File: src/rtl/scb_mp_pkg.sv
// rtl/scb_mp_pkg.sv - shared defaults, entry record and error-bit indices for scoreboard_mp
package scb_mp_pkg;

    localparam int NUM_WARPS_DEF = 8;
    localparam int DEPTH_DEF     = 4;
    localparam int REG_W_DEF     = 5;
    localparam int NUM_CLR_DEF   = 2;

    // dst field is sized for the widest register file we support; narrower builds zero-extend
    localparam int REG_W_MAX = 16;

    localparam int ERR_ALLOC_FULL = 0;
    localparam int ERR_CLR_IDLE   = 1;

    typedef struct packed {
        logic                 busy;
        logic                 dv;
        logic [REG_W_MAX-1:0] dst;
    } entry_t;

    localparam entry_t ENTRY_RESET = '{busy: 1'b0, dv: 1'b0, dst: '0};

    function automatic logic reg_match(
        input logic                 live,
        input logic                 dv,
        input logic [REG_W_MAX-1:0] dst,
        input logic                 use_reg,
        input logic [REG_W_MAX-1:0] reg_id
    );
        return live && dv && use_reg && (dst == reg_id);
    endfunction

endpackage

File: src/rtl/scb_warp_slice.sv
// rtl/scb_warp_slice.sv - one warp's entries, free-entry encoder, hazard compare, popcount (SCOREBOARD_MP_CLR_BYPASS_EN: same-cycle clear bypass)
module scb_warp_slice
    import scb_mp_pkg::*;
#(
    parameter int DEPTH = DEPTH_DEF,
    parameter int REG_W = REG_W_DEF,
    parameter int LOGD  = $clog2(DEPTH)
) (
    input  logic             clk,
    input  logic             rst,
    input  logic             alloc,
    input  logic [REG_W-1:0] src1,
    input  logic [REG_W-1:0] src2,
    input  logic [REG_W-1:0] dst,
    input  logic             src1_valid,
    input  logic             src2_valid,
    input  logic             dst_valid,
    input  logic [DEPTH-1:0] clr,
    output logic             full,
    output logic             empty,
    output logic             dependent,
    output logic [LOGD-1:0]  scb_id,
    output logic [LOGD:0]    count,
    output logic             alloc_err,
    output logic             clr_err
);

    entry_t               ent [DEPTH];
    logic [DEPTH-1:0]     busy;
    logic [DEPTH-1:0]     live;
    logic [DEPTH-1:0]     busy_next;
    logic                 alloc_ok;
    logic [REG_W_MAX-1:0] src1_x;
    logic [REG_W_MAX-1:0] src2_x;
    logic [REG_W_MAX-1:0] dst_x;

    assign src1_x = REG_W_MAX'(src1);
    assign src2_x = REG_W_MAX'(src2);
    assign dst_x  = REG_W_MAX'(dst);

    always_comb begin
        for (int e = 0; e < DEPTH; e++) begin
            busy[e] = ent[e].busy;
        end
    end

    // live is the occupancy the issue side sees this cycle
`ifdef SCOREBOARD_MP_CLR_BYPASS_EN
    assign live = busy & ~clr;
`else
    assign live = busy;
`endif

    always_comb begin
        scb_id = '0;
        for (int e = DEPTH - 1; e >= 0; e--) begin
            if (!live[e]) begin
                scb_id = LOGD'(e);
            end
        end
    end

    always_comb begin
        count = '0;
        for (int e = 0; e < DEPTH; e++) begin
            count = count + (LOGD + 1)'(live[e]);
        end
    end

    always_comb begin
        dependent = 1'b0;
        for (int e = 0; e < DEPTH; e++) begin
            if (reg_match(live[e], ent[e].dv, ent[e].dst, src1_valid, src1_x) ||
                reg_match(live[e], ent[e].dv, ent[e].dst, src2_valid, src2_x) ||
                reg_match(live[e], ent[e].dv, ent[e].dst, dst_valid,  dst_x)) begin
                dependent = 1'b1;
            end
        end
    end

    assign full      = &live;
    assign empty     = ~|live;
    assign alloc_ok  = alloc & ~full;
    assign alloc_err = alloc & full;
    // duplicate clears of one busy entry collapse into a single bit, so they never flag here
    assign clr_err   = |(clr & ~busy);

    always_comb begin
        busy_next = busy & ~clr;
        if (alloc_ok) begin
            busy_next[scb_id] = 1'b1;
        end
    end

    always_ff @(posedge clk) begin
        if (rst) begin
            for (int e = 0; e < DEPTH; e++) begin
                ent[e] <= ENTRY_RESET;
            end
        end else begin
            for (int e = 0; e < DEPTH; e++) begin
                ent[e].busy <= busy_next[e];
                if (alloc_ok && (scb_id == LOGD'(e))) begin
                    ent[e].dv  <= dst_valid;
                    ent[e].dst <= dst_x;
                end
            end
        end
    end

endmodule

File: src/rtl/scoreboard_mp.sv
// rtl/scoreboard_mp.sv - multi-warp register scoreboard top: clear-port decode, warp slices, sticky errors (SCOREBOARD_MP_CLR_BYPASS_EN)
module scoreboard_mp
    import scb_mp_pkg::*;
#(
    parameter int NUM_WARPS = NUM_WARPS_DEF,
    parameter int DEPTH     = DEPTH_DEF,
    parameter int REG_W     = REG_W_DEF,
    parameter int NUM_CLR   = NUM_CLR_DEF,
    parameter int LOGW      = $clog2(NUM_WARPS),
    parameter int LOGD      = $clog2(DEPTH)
) (
    input  logic                          clk,
    input  logic                          rst,
    input  logic [NUM_WARPS-1:0]          Alloc_IB_Scb,
    input  logic [REG_W*NUM_WARPS-1:0]    Src1_Flattened_IB_Scb,
    input  logic [REG_W*NUM_WARPS-1:0]    Src2_Flattened_IB_Scb,
    input  logic [REG_W*NUM_WARPS-1:0]    Dst_Flattened_IB_Scb,
    input  logic [NUM_WARPS-1:0]          Src1_Valid_IB_Scb,
    input  logic [NUM_WARPS-1:0]          Src2_Valid_IB_Scb,
    input  logic [NUM_WARPS-1:0]          Dst_Valid_IB_Scb,
    input  logic [NUM_CLR-1:0]            Clear_Valid_Scb,
    input  logic [LOGW*NUM_CLR-1:0]       Clear_WarpID_Flattened_Scb,
    input  logic [LOGD*NUM_CLR-1:0]       Clear_ScbID_Flattened_Scb,
    output logic [NUM_WARPS-1:0]          Full_Scb_IB,
    output logic [NUM_WARPS-1:0]          Empty_Scb_IB,
    output logic [NUM_WARPS-1:0]          Dependent_Scb_IB,
    output logic [LOGD*NUM_WARPS-1:0]     ScbID_Flattened_Scb_IB,
    output logic [(LOGD+1)*NUM_WARPS-1:0] Count_Scb,
    output logic [1:0]                    Err_Scb
);

    logic [DEPTH-1:0]     clr_vec [NUM_WARPS];
    logic [NUM_WARPS-1:0] alloc_err;
    logic [NUM_WARPS-1:0] clr_err;
    logic [1:0]           err;

    // warp IDs beyond NUM_WARPS match no slice and are dropped
    always_comb begin
        for (int w = 0; w < NUM_WARPS; w++) begin
            clr_vec[w] = '0;
        end
        for (int p = 0; p < NUM_CLR; p++) begin
            if (Clear_Valid_Scb[p]) begin
                for (int w = 0; w < NUM_WARPS; w++) begin
                    if (Clear_WarpID_Flattened_Scb[p*LOGW +: LOGW] == LOGW'(w)) begin
                        clr_vec[w][Clear_ScbID_Flattened_Scb[p*LOGD +: LOGD]] = 1'b1;
                    end
                end
            end
        end
    end

    for (genvar w = 0; w < NUM_WARPS; w++) begin : g_warp
        scb_warp_slice #(
            .DEPTH (DEPTH),
            .REG_W (REG_W),
            .LOGD  (LOGD)
        ) u_slice (
            .clk        (clk),
            .rst        (rst),
            .alloc      (Alloc_IB_Scb[w]),
            .src1       (Src1_Flattened_IB_Scb[w*REG_W +: REG_W]),
            .src2       (Src2_Flattened_IB_Scb[w*REG_W +: REG_W]),
            .dst        (Dst_Flattened_IB_Scb[w*REG_W +: REG_W]),
            .src1_valid (Src1_Valid_IB_Scb[w]),
            .src2_valid (Src2_Valid_IB_Scb[w]),
            .dst_valid  (Dst_Valid_IB_Scb[w]),
            .clr        (clr_vec[w]),
            .full       (Full_Scb_IB[w]),
            .empty      (Empty_Scb_IB[w]),
            .dependent  (Dependent_Scb_IB[w]),
            .scb_id     (ScbID_Flattened_Scb_IB[w*LOGD +: LOGD]),
            .count      (Count_Scb[w*(LOGD+1) +: LOGD+1]),
            .alloc_err  (alloc_err[w]),
            .clr_err    (clr_err[w])
        );
    end

    always_ff @(posedge clk) begin
        if (rst) begin
            err <= '0;
        end else begin
            if (|alloc_err) begin
                err[ERR_ALLOC_FULL] <= 1'b1;
            end
            if (|clr_err) begin
                err[ERR_CLR_IDLE] <= 1'b1;
            end
        end
    end

    assign Err_Scb = err;

endmodule

File: config.mk
export PLATFORM = sky130hd
export DESIGN_NAME = scoreboard_mp
export DESIGN_NICKNAME = d
export VERILOG_FILES = /design/src/rtl/scb_mp_pkg.sv /design/src/rtl/scb_warp_slice.sv /design/src/rtl/scoreboard_mp.sv
export SDC_FILE = /design/constraint.sdc
export NUM_CORES = 1
export LEC_CHECK = 0
export BUFFER_PORTS_ARGS = -buffer_cell sky130_fd_sc_hd__clkbuf_2
export CAP_MARGIN = 15
export CORE_AREA = 3 3 219 135
export CTS_BUF_LIST = sky130_fd_sc_hd__clkbuf_8
export CTS_CLUSTER_DIAMETER = 40
export DETAILED_ROUTE_END_ITERATION = 16
export DIE_AREA = 0 0 222 138
export PLACE_DENSITY = 0.83
export SKIP_LAST_GASP = 1
export SYNTH_ARGS = -nofsm -noshare
export SYNTH_HDL_FRONTEND = slang
export SYNTH_HIERARCHICAL = 1
export SYNTH_SLANG_ARGS = --single-unit
File: constraint.sdc
create_clock -name clk -period 3.3 [get_ports clk]
set_clock_uncertainty 0.05 [all_clocks]
set_input_delay 0.33 -clock clk [delete_from_list [all_inputs] [get_ports clk]]
set_output_delay 0.33 -clock clk [all_outputs]
set_load 0.1 [all_outputs]
==> flow_summary.rst <==
.. list-table::
   :header-rows: 1

   * - Metric
     - Value
   * - Outcome
     - complete, no violations
   * - Highest-count cells in the layout ignoring fill and taps
     - 384 x sky130_fd_sc_hd__xor2_1, 230 x sky130_fd_sc_hd__clkbuf_2, 219 x sky130_fd_sc_hd__and2_1
   * - TritonCTS clock tree
     - yes
   * - WP data required
     - 2.92 ns
   * - Max Fclk
     - between 0.3 and 0.4 GHz
   * - Fin Hold WS
     - 0.04771 ns
   * - Clock transition at path regs
     - 0.07 ns
   * - Post-route core utilization
     - 0.6768
   * - Number of sinks on the clock net
     - 226
   * - Final Max Tran Viols
     - 0
   * - Category of the most critical setup path
     - reg2out
   * - Capturing element type of the critical path
     - output port
   * - Final cell count without fillers
     - 2223
   * - Via count of the first global-routing pass
     - 13287
   * - Power density over the cells
     - slightly above 400 nW/um^2
   * - Source-to-sink clock delay at the later pin of the worst-skew pair
     - 0.56 ns
   * - Number of design rule violations left after detail routing
     - 0
   * - Post-detailed-routing wire length
     - 45890 um
   * - Syn-to-layout area delta
     - 13.06%
   * - Post-CTS setup buffer count
     - 0
   * - Post-detailed-route wirelength per cell
     - 20.64 um
   * - Number of nets produced by synthesis
     - 1813
   * - Die area
     - 30640 sq um
   * - Number of rows created at floorplan
     - between 40 and 50
   * - Via count normalized by instance count
     - 5.931
   * - Clock Root Buffer
     - sky130_fd_sc_hd__clkbuf_8
   * - Total instance count after detailed placement
     - 2150
   * - Layout cell share with drive strength beyond 1
     - 0.1870
   * - Category of the worst setup path launch point
     - flop
   * - Crit path buffers/inverters
     - 3
   * - Router iterations before antenna repair
     - 6
   * - Number of antenna violations at the first check in global routing
     - 1
   * - Hold/Removal Path Class
     - in2reg
   * - Leakage power
     - 7.939 nW
   * - Post-synthesis cell type count
     - 47
   * - Final RePlAce weighted congestion
     - just over 1
   * - Worst path cell trace
     - inv_1 > fa_1 > inv_1 > ha_1 > ha_1 > clkbuf_2
   * - Number of input and output port buffers inserted
     - 231
   * - Die boundary height
     - approximately 140 um
   * - Transition time of the tightest slew-check pin
     - 0.6993 ns
   * - Global-route total usage across every layer
     - 0.2933
   * - Top-level port count
     - ~230
   * - Share of async-settable or async-resettable flops after synthesis
     - 0
   * - Residual overflow from global routing
     - 0
   * - Post-synthesis instance total
     - 1599
   * - Worst vdd ir
     - 0.0003907 V
   * - Starting utilization of the core area
     - 0.5986
   * - Critical path's top delay family
     - adder cells
   * - Fill cell count
     - 2161
   * - Cell area after technology mapping
     - between 15000 and 20000 sq um
   * - Relative slew slack
     - 0.5338
   * - Yosys reg bits
     - between 200 and 250
   * - Number of nets in the finished design
     - 2040
   * - Sequential fraction of the synthesis area
     - 0.3904
   * - Syn. warnings
     - 6
   * - Die width
     - 222 um
   * - Wire length of the first global-routing pass
     - around 73000 um
   * - Final total negative setup slack
     - 0 ns
   * - Placeable core region
     - 27580 sq um
   * - # Max-Cap Violations
     - 0
   * - Final setup violating endpoints
     - 0
   * - Post-synth EDFFs
     - 192
   * - Clock buffers created by TritonCTS
     - 38
   * - Longest individual stage delay on the worst path
     - 0.56 ns
   * - Mean post-synth cell area
     - 10.33 sq um
   * - Post-route ant nets
     - 0
   * - Final hold vios
     - 0
   * - Slowest cell on the critical path
     - sky130_fd_sc_hd__fa_1
   * - Data arrival time of the critical path
     - around 2.8 ns
   * - Final period utilization
     - 0.9483
   * - Dpl hpwl
     - between 30000 and 40000 um
   * - Clock H-tree levels
     - 2
   * - CTS Buffer Depth
     - 3
   * - Most common flop cell mapped by yosys
     - sky130_fd_sc_hd__edfxtp_1
   * - Vias post-DR
     - 13185
   * - Antenna diodes
     - 0
   * - Hold buffer count at cts
     - 3
   * - Setup repair after global routing missed its margin
     - false
   * - Maximum number of pins on one net before global-route repair
     - 58
   * - Post_cts resized
     - 0
   * - Most frequent standard cell in the layout excluding fill and tap cells
     - sky130_fd_sc_hd__xor2_1
   * - DR iter-0 viols
     - 1276
   * - Crit path time final
     - 3.129 ns
   * - Top fanout value on the critical path
     - 8
metrics by stage:
| stage | power (mW) | instance area, sq um | worst slack [ns] |
|---|---|---|---|
| 3_3_place_gp | 4.983 | 17880 | 0.7974 |
| 4_1_cts | 7.561 | 18670 | 0.1549 |
| 5_1_grt | 7.857 | 18670 | 0.02254 |
| 2_1_floorplan | 4.568 | 16510 | 0.1368 |
| 3_5_place_dp | 5.041 | 17880 | 0.7538 |
| 6_report | 7.525 | 18670 | 0.1706 |
final timing paths:
path | start | depth (start not counted) | slack (ns) | endpoint
max | g_warp[4].u_slice/ent[0][6]$_DFF_P_ | 6 | 0.17 | Count_Scb[13]
min | Alloc_IB_Scb[5] | 3 | 0.05 | g_warp[5].u_slice/ent[0][6]$_DFF_P_
max reg2reg | g_warp[4].u_slice/ent[1][6]$_DFF_P_ | 4 | 1.23 | g_warp[4].u_slice/ent[3][3]$_SDFFCE_PN0P_
min reg2reg | g_warp[3].u_slice/ent[3][6]$_SDFF_PP0_ | 2 | 0.47 | g_warp[3].u_slice/ent[3][6]$_SDFF_PP0_
routing by layer:
layer  vias to the layer above  track usage  routed length [um]
met3                        97      0.04958                4039
met4                         2      0.09485                1232
met1                      6345       0.4305               20260
met5                         -            0                   9
met2                       626       0.4452               20350
li1                       6115            -                   -
registers in the layout (all words and copies together) (netlist names):
signal	cells
Err_Scb	2
g_warp.u_slice/ent	224
cells in the mapped netlist, types with 2 or more instances:
cell,number,area (sq um)
sky130_fd_sc_hd__clkbuf_1,2,7.510
sky130_fd_sc_hd__nor2_1,41,153.9
sky130_fd_sc_hd__xor2_1,384,3363
sky130_fd_sc_hd__ha_1,40,500.5
sky130_fd_sc_hd__nand4_1,120,750.7
sky130_fd_sc_hd__nor3_2,3,30.03
sky130_fd_sc_hd__a21o_1,9,67.56
sky130_fd_sc_hd__inv_1,53,198.9
sky130_fd_sc_hd__buf_4,10,75.07
sky130_fd_sc_hd__or3_1,10,62.56
sky130_fd_sc_hd__nand3_1,5,25.02
sky130_fd_sc_hd__xnor2_1,96,840.8
sky130_fd_sc_hd__fa_1,8,160.2
sky130_fd_sc_hd__nand2_1,29,108.9
sky130_fd_sc_hd__nor3_1,12,60.06
sky130_fd_sc_hd__or4b_4,2,27.53
sky130_fd_sc_hd__nand3b_1,10,75.07
sky130_fd_sc_hd__nand2b_1,20,125.1
sky130_fd_sc_hd__a211oi_1,7,52.55
sky130_fd_sc_hd__a21oi_1,20,100.1
sky130_fd_sc_hd__nor2_2,2,12.51
sky130_fd_sc_hd__nor3b_1,2,15.01
sky130_fd_sc_hd__buf_2,39,195.2
sky130_fd_sc_hd__nor2_4,10,112.6
sky130_fd_sc_hd__and2_2,8,60.06
sky130_fd_sc_hd__edfxtp_1,192,5766
sky130_fd_sc_hd__and3_1,6,37.54
sky130_fd_sc_hd__or2b_1,10,75.07
sky130_fd_sc_hd__dfxtp_1,34,680.7
sky130_fd_sc_hd__or3b_1,8,70.07
sky130_fd_sc_hd__inv_2,4,15.01
sky130_fd_sc_hd__a21o_2,4,35.03
sky130_fd_sc_hd__nor4_1,98,613.1
sky130_fd_sc_hd__a22oi_1,15,112.6
sky130_fd_sc_hd__o21bai_1,9,67.56
sky130_fd_sc_hd__o22ai_1,25,156.4
sky130_fd_sc_hd__or4_4,8,90.09
sky130_fd_sc_hd__and3_2,4,30.03
sky130_fd_sc_hd__o32ai_1,2,17.52
sky130_fd_sc_hd__a31oi_1,2,12.51
sky130_fd_sc_hd__o22ai_2,7,87.58
sky130_fd_sc_hd__a31o_2,4,35.03
sky130_fd_sc_hd__and2_1,219,1370
sky130_fd_sc_hd__nor4_2,3,37.54
worst reg2reg max path: cells and delay by family, from the launching register on:
family	cells	cell delay (ns)
AND/OR/NAND/NOR	3	0.46
AO/OA/AOI/OAI	1	0.57
flip-flops	1	0.62
layout make-up:
class | count | area [sq um] | share of cell area
Sequential cell | 226 | 6446 | 0.3453
Tap cell | 367 | 459.2 | 0.02460
Multi-Input combinational cell | 1265 | 9573 | 0.5128
Clock inverter | 28 | 177.7 | 0.009518
Clock buffer | 42 | 578.1 | 0.03097
Inverter | 57 | 214.0 | 0.01146
Timing Repair Buffer | 238 | 1219 | 0.06529
cells by family after synthesis:
family / Yosys count / synth area share
and+or+nand+nor: 632 / 0.2395
buffers and inverters: 108 / 0.02978
AOI/OAI and AO/OA: 105 / 0.04562
xor gates and xnor gates: 480 / 0.2546
DFF: 226 / 0.3904
adders and majority gates: 48 / 0.04001
where the power goes:
part / switching (mW) / leakage [nW] / internal, mW
registers: 0.195 / 2.29 / 3.26
logic: 1.06 / 5.21 / 0.497
clock network: 1.18 / 0.434 / 1.34
total: 2.43 / 7.94 / 5.10
(Power assumes the default switching activity.)
